File: src/rtl/seq_divider_pkg.sv
// Shared definitions for the sequential restoring divider.
package seq_divider_pkg;

    // Default operand/result width.
    localparam int DIV_LENGTH = 32;

    // Controller states.
    typedef enum logic [1:0] {
        DIV_IDLE = 2'd0,
        DIV_CALC = 2'd1,
        DIV_DONE = 2'd2
    } div_state_e;

endpackage

File: src/rtl/seq_divider_div_step.sv
// One restoring-division iteration: shift {r,q} left, trial-subtract d,
// keep the difference and set the new quotient bit when it is non-negative.
module div_step #(
    parameter int LENGTH = 32
) (
    input  logic [LENGTH:0]   r,
    input  logic [LENGTH-1:0] q,
    input  logic [LENGTH-1:0] d,
    output logic [LENGTH:0]   r_next,
    output logic [LENGTH-1:0] q_next
);

    logic [LENGTH:0] r_shifted;
    logic [LENGTH:0] trial;

    // Shift, trial-subtract and select the restored or reduced remainder.
    always_comb begin
        r_shifted = {r[LENGTH-1:0], q[LENGTH-1]};
        trial     = r_shifted - {1'b0, d};
        r_next    = r_shifted;
        q_next    = {q[LENGTH-2:0], 1'b0};
        if (!trial[LENGTH]) begin
            r_next = trial;
            q_next = {q[LENGTH-2:0], 1'b1};
        end
    end

endmodule

File: src/rtl/seq_divider.sv
// Multi-cycle unsigned restoring divider with start/busy/done handshake.
// One quotient bit per cycle; divide-by-zero bypasses the iteration.
import seq_divider_pkg::*;

module seq_divider #(
    parameter int LENGTH = DIV_LENGTH
) (
    input  logic              clk,
    input  logic              rst_n,
    input  logic              start,
    input  logic [LENGTH-1:0] dividend,
    input  logic [LENGTH-1:0] divisor,
    output logic              busy,
    output logic              done,
    output logic [LENGTH-1:0] quotient,
    output logic [LENGTH-1:0] remainder,
    output logic              div_by_zero
);

    localparam int CW = $clog2(LENGTH);

    div_state_e        state;
    div_state_e        state_next;
    logic [LENGTH:0]   r_reg;
    logic [LENGTH-1:0] q_reg;
    logic [LENGTH-1:0] d_reg;
    logic [CW-1:0]     cnt;
    logic [LENGTH:0]   r_next;
    logic [LENGTH-1:0] q_next;
    logic              accept;
    logic              zero_div;
    logic              last_iter;

    div_step #(.LENGTH(LENGTH)) u_step (
        .r      (r_reg),
        .q      (q_reg),
        .d      (d_reg),
        .r_next (r_next),
        .q_next (q_next)
    );

    assign zero_div  = (divisor == '0);
    assign last_iter = (cnt == CW'(LENGTH - 1));

    // State register.
    always_ff @(posedge clk or negedge rst_n) begin
        if (!rst_n) begin
            state <= DIV_IDLE;
        end else begin
            state <= state_next;
        end
    end

    // Next-state decode and handshake outputs.
    always_comb begin
        state_next = state;
        accept     = 1'b0;
        busy       = 1'b0;
        done       = 1'b0;
        case (state)
            DIV_IDLE: begin
                if (start) begin
                    accept     = 1'b1;
                    state_next = zero_div ? DIV_DONE : DIV_CALC;
                end
            end
            DIV_CALC: begin
                busy = 1'b1;
                if (last_iter) begin
                    state_next = DIV_DONE;
                end
            end
            DIV_DONE: begin
                done       = 1'b1;
                state_next = DIV_IDLE;
            end
            default: begin
                state_next = DIV_IDLE;
            end
        endcase
    end

    // Operand capture and per-cycle iteration of the working registers.
    always_ff @(posedge clk or negedge rst_n) begin
        if (!rst_n) begin
            r_reg <= '0;
            q_reg <= '0;
            d_reg <= '0;
            cnt   <= '0;
        end else if (accept) begin
            r_reg <= '0;
            q_reg <= dividend;
            d_reg <= divisor;
            cnt   <= '0;
        end else if (state == DIV_CALC) begin
            r_reg <= r_next;
            q_reg <= q_next;
            cnt   <= cnt + 1'b1;
        end
    end

    // Result registers: loaded on the edge entering DONE so they are valid
    // together with the done pulse, and held until the next result.
    always_ff @(posedge clk or negedge rst_n) begin
        if (!rst_n) begin
            quotient    <= '0;
            remainder   <= '0;
            div_by_zero <= 1'b0;
        end else if (accept && zero_div) begin
            quotient    <= '1;
            remainder   <= dividend;
            div_by_zero <= 1'b1;
        end else if ((state == DIV_CALC) && last_iter) begin
            quotient    <= q_next;
            remainder   <= r_next[LENGTH-1:0];
            div_by_zero <= 1'b0;
        end
    end

endmodule

File: config.mk
export PLATFORM = sky130hd
export DESIGN_NAME = seq_divider
export DESIGN_NICKNAME = d
export VERILOG_FILES = /design/src/rtl/seq_divider_pkg.sv /design/src/rtl/seq_divider_div_step.sv /design/src/rtl/seq_divider.sv
export SDC_FILE = /design/constraint.sdc
export NUM_CORES = 1
export LEC_CHECK = 0
export CORE_UTILIZATION = 59
export CTS_CLUSTER_DIAMETER = 40
export CTS_CLUSTER_SIZE = 8
export DETAILED_ROUTE_END_ITERATION = 8
export HOLD_SLACK_MARGIN = 0.06
export MAX_ROUTING_LAYER = met4
export PLACE_DENSITY_LB_ADDON = 0.3
export SYNTH_ARGS = -nofsm -noshare
export SYNTH_HDL_FRONTEND = slang
export SYNTH_SLANG_ARGS = --single-unit
File: constraint.sdc
create_clock -name clk -period 4.9 [get_ports clk]
set_input_delay 0.98 -clock clk [delete_from_list [all_inputs] [get_ports clk]]
set_output_delay 0.98 -clock clk [all_outputs]
set_load 0.01 [all_outputs]
# Word level (Yosys, flattened, before mapping)
# Cells that the tools add are included.
# totals
reg_bits	168
latchBits	0
mem_bits_rw	0
rom_bits	0
out_inout_bits	67
elab_cells	44
n_memories	0
# classes
add_sub_neg	2
mul	0
n_div	0
magnitude_cmp	0
eq_ne	5
n_shift	0
mux	22
bitwise	0
n_reduce_logical	7
# ops
op	n
32-bit 2-to-1 mux	9
33-bit by 32-bit subtractor with 33-bit output	1
32-bit logical NOT	1
5-bit 2-to-1 mux	2
1-bit 2-to-1 mux	7
2-bit 2-to-1 mux	3
5-bit by 1-bit adder with 5-bit output (second input constant)	1
5-bit == test (second input constant)	1
2-bit inequality test (second input constant)	2
2-bit case mux with 2 select lines	1
2-bit nonzero test	2
2-bit by 1-bit == test with 1-bit output (second input constant)	1
2-bit == test (second input constant)	1
1-bit logical AND	2
2-bit logical NOT	1
2-bit AND reduction	1

# Logic depth before layout (Yosys ltp)
# depth
depth_word	4
depth_mapped	14
depth_no_buf	12

# Modules after synthesis
# Synthesis repeated with hierarchy kept, for this count alone.
# unflattened
hier_cells	1088
hier_area_um2	9900.7
# modules_own_cells
mod	instances	cells_each	area_each_um2
seq_divider	1	701	7206.9
div_step	1	387	2693.8

# Worst setup path before layout
# Ideal clock, no wire load.
# synth_timing
kind	register to register
from	reg q_reg[31]
to	reg r_reg[10]
setup_ps	131
t_arrival_ps	2746
setup_slack_ps	2023
path_stages_with_launch	15
path_buffers	2
path_cell_list	dfrtp_1 -> inv_1 -> ha_1 -> inv_1 -> fa_1 -> a211oi_1 -> o21ai_1 -> o211ai_2 -> a21oi_1 -> o2111ai_1 -> and3_4 -> buf_6 -> buf_12 -> mux2i_1 -> o21ai_1
# synth_via
elab_chain_cells	4
# synth_rtl
item	line_no	rtl
start, declared	seq_divider.sv:25	logic [LENGTH-1:0] q_reg;
start signal, assigned	seq_divider.sv:92	q_reg <= dividend;
start signal, assigned	seq_divider.sv:97	q_reg <= q_next;
33-bit by 32-bit subtractor with 33-bit output	seq_divider_div_step.sv:19	trial = r_shifted - {1'b0, d};
32-bit 2-to-1 mux	seq_divider_div_step.sv:22	if (!trial[LENGTH]) begin
32-bit 2-to-1 mux	seq_divider.sv:95	end else if (state == DIV_CALC) begin
32-bit 2-to-1 mux	seq_divider.sv:90	end else if (accept) begin
end signal, assigned	seq_divider.sv:96	r_reg <= r_next;
end, declared	seq_divider.sv:24	logic [LENGTH:0] r_reg;
# Every way passes these cells. The select of a mux whose other input is x is not followed.
# A chain may end at the register's enable or synchronous reset.

# Worst setup path after layout
# layout_timing
from	reg q_reg[31]
to	reg remainder[27]
# layout_via
elab_chain_cells	4
# layout_rtl
item	line_no	rtl
33-bit by 32-bit subtractor with 33-bit output	seq_divider_div_step.sv:19	
32-bit 2-to-1 mux	seq_divider_div_step.sv:22	
32-bit 2-to-1 mux	seq_divider.sv:113	end else if ((state == DIV_CALC) && last_iter) begin
32-bit 2-to-1 mux	seq_divider.sv:109	end else if (accept && zero_div) begin
end signal, assigned	seq_divider.sv:111	remainder <= dividend;
end signal, assigned	seq_divider.sv:115	remainder <= r_next[LENGTH-1:0];
end, declared	seq_divider.sv:16	output logic [LENGTH-1:0] remainder,
# Every way passes these cells. The select of a mux whose other input is x is not followed.

==> summary.md <==
| Metric | Value |
|---|---|
| PostCTS Resize Cnt | `0` |
| Critical Path Fanout Max | `29` |
| Least-Margin Pin Slew | `1.13 ns` |
| Count of cell types in the netlist | `66` |
| Final setup viols | `0` |
| Register-to-register setup slack | `1.33 ns` |
| EDFF count, synth | `0` |
| TritonCTS Buffers | `17` |
| Initial Util | `around three fifths` |
| R2R depth | `12` |
| P_leak | `4.85 nW` |
| Slew Limit Fails | `0` |
| Die H | `about 130 µm` |
| Status | `finished clean` |
| Final worst path period need | `3.57 ns` |
| H-tree depth | `4` |
| Iteration-0 DRC Markers | `1,020` |
| Share of Yosys cell area claimed by the top area cell type | `around 45%` |
| R2r startpoint | `q_reg[31]` |
| Worst Setup End Kind | `flop` |
| CP Launch Type | `flop` |
| Mapped Nets | `between 1,000 and 1,500` |
| Fin cells | `around 1,400` |
| Hold Buf Count CTS | `0` |
| Synth area leaders | `dfrtp_1, o21ai_0, nand2_1` |
| Vias in the first global route | `7,881` |
| DIE AREA | `16,200 µm²` |
| Max cap viols | `0` |
| Reg-to-Reg End | `remainder[27]` |
| Ys Warns | `0` |
| Post-CTS setup buffers | `0` |
| Die X | `127 µm` |
| Post-synth ARST share | `100%` |
| CP Data Arrival Time | `3.89 ns` |
| Routed len/inst | `18.5 µm` |
| Largest net degree at the start of global routing | `117` |
| N_diodes | `0` |
| Syn Inst Count | `1,034` |
| Post-synth top area cell | `dfrtp_1` |
| Final period utilization | `73.0%` |
| HP Start | `div_by_zero` |
| Grt ovf | `0` |
| Clk root buf | `clkbuf_16` |
| DRC violations left | `0` |
| Final Hold Fails | `0` |
| Avg Vias per Cell | `6.25` |
| Cell area after synthesis | `9260 µm²` |
| Post-route ant nets | `0` |
| Main synth FF type | `dfrtp_1` |
| Layout filler cell count | `1,139` |
| IO Count | `around 130` |
| Core ar. | `15,300 µm²` |
| Sequential-to-total area share from yosys stat | `45.4%` |
| Vias | `around 8,500` |
| Yosys reg bits | `about 170` |
| Most frequent cells in the layout | `dfrtp_1, nand2_1, o21ai_0, clkdlybuf4s50_1, a21oi_1` |
| Setup TNS | `0 ns` |
| CTS Sinks | `~170` |
| Nets | `1,235` |
| Port bufs | `133` |
| CP Class | `flop to flop` |
| Mean post-synth cell area | `8.95 µm²` |
| FMAX | `280 MHz` |
| Layout cell share with drive strength beyond 1 | `5.32%` |
| Synthesis-to-layout area growth | `22.4%` |
| Hold Crit Depth | `1` |
| CTS clock-pin slew for the worst setup and hold paths | `0.07 ns` |
| Inst Count DP | `1,325` |
| Final GP Congestion | `approximately 0.94` |
| Clk_lat worst skew | `0.44 ns` |
| Hold endpoint | `div_by_zero` |
| Slew HR | `24.8%` |
| Data required time of the critical path | `5.22 ns` |
| Maximum VDD drop | `427 µV` |
| Row count | `45` |
| Hold WC Path Type | `flop to flop` |
| GRT Overall Usage | `33.7%` |
| Power Dens Cells | `~830 nW/µm²` |
| Post-DP HPWL | `17,400 µm` |
| Final wirelength | `25,100 µm` |
| Most common cell after layout, fill and taps aside | `dfrtp_1` |
| Longest Clk Path Bufs | `2` |
| First-pass GRT wire length | `between 40,000 and 50,000 µm` |
| Final Skew | `0.0104 ns` |
| Initial DRT Pass Iterations | `8` |
| Initial antenna violation count | `0` |
| CTS tree | `built` |
| RSZ-0062 raised after global routing | `no` |
[cell families (layout without fill, tap and decap cells)]
group / after synthesis / count (layout) / share of synthesized area [%]
mux: 25 / 25 / 2.77
xor+xnor: 25 / 25 / 2.36
fa+ha+maj: 35 / 35 / 4.81
flops: 168 / 168 / 45.4
simple gates: 287 / 287 / 14.3
compound gates: 386 / 386 / 25.5
buf+inv: 108 / 220 / 4.81
[power breakdown]
part / internal [mW] / switching (mW) / total, mW
combinational: 2.34 / 3.12 / 5.46
sequential: 2.07 / 0.493 / 2.56
clock: 0.857 / 0.574 / 1.43
total: 5.26 / 4.18 / 9.45
[cells in the mapped netlist, types with 3 or more instances]
library cell  instances
dfrtp_1             168
nand2_1             162
o21ai_0             155
a21oi_1              67
clkbuf_1             55
a22oi_1              53
inv_1                43
nor2b_1              37
ha_1                 34
mux2i_1              23
nor2_1               21
o21ai_1              18
nand3_1              15
a21o_1               14
xnor2_1              13
a31oi_1              12
xor2_1               12
nor3_1               10
nor4_1                8
and2_1                7
o211ai_1              7
a22o_1                6
a32oi_1               6
and3_1                6
nand4_1               6
o21bai_1              6
a211o_1               5
nand2b_1              5
a211oi_1              4
buf_2                 4
o21a_1                3
o221ai_1              3
[critical path, cell delays in order (launching register included)]
cell and delay (ns):
dfrtp_1 0.38, inv_1 0.09, ha_1 0.17, inv_1 0.07
fa_1 0.45, a211oi_1 0.26, o21ai_1 0.19, o211ai_2 0.30
a21oi_1 0.13, o2111ai_1 0.30, and3_4 0.57, nor2_2 0.14
a221o_1 0.39
[per-stage QoR]
| step | area, µm² | worst slack (ns) | util [%] | total power, mW | hold WS (ns) |
|---|---|---|---|---|---|
| 2_1_floorplan | 9260 | 2.02 | - | 6.24 | 0.449 |
| 3_3_place_gp | 10700 | 1.34 | 70.2 | 7.73 | 0.473 |
| 3_5_place_dp | 10700 | 1.25 | 70.2 | 7.86 | 0.475 |
| 4_1_cts | 11300 | 1.35 | 74.3 | 9.36 | 0.490 |
| 5_1_grt | 11300 | 1.07 | 74.3 | 10.1 | 0.530 |
| 6_report | 11300 | 1.33 | 74.3 | 9.45 | 0.489 |
[metal layers]
metal | GRT usage (%) | share of wire [%]
met1 | 48.0 | 44
met4 | 10.1 | 1.7
met2 | 50.1 | 46
met3 | 5.23 | 7.9
met5 | - | 0
[layout make-up]
type | instances | area [µm²] | area share, %
multi-input combinational | 758 | 4640 | 41.0
sequential | 168 | 4200 | 37.1
timing repair buffer | 145 | 1440 | 12.7
clock buffer | 18 | 429 | 3.79
tap | 211 | 264 | 2.33
clock inverter | 14 | 194 | 1.71
inverter | 43 | 161 | 1.42
[worst max path at each step]
stage	start	endpoint	cells past startpoint
floorplan	q_reg[31]	r_reg[10]	14
global placement	divisor[3]	remainder[28]	9
detailed placement	divisor[3]	remainder[28]	9
CTS	q_reg[31]	remainder[27]	12
global route	q_reg[31]	remainder[5]	12
finish	q_reg[31]	remainder[27]	12
Note: power is estimated with default switching activity, not from simulation.
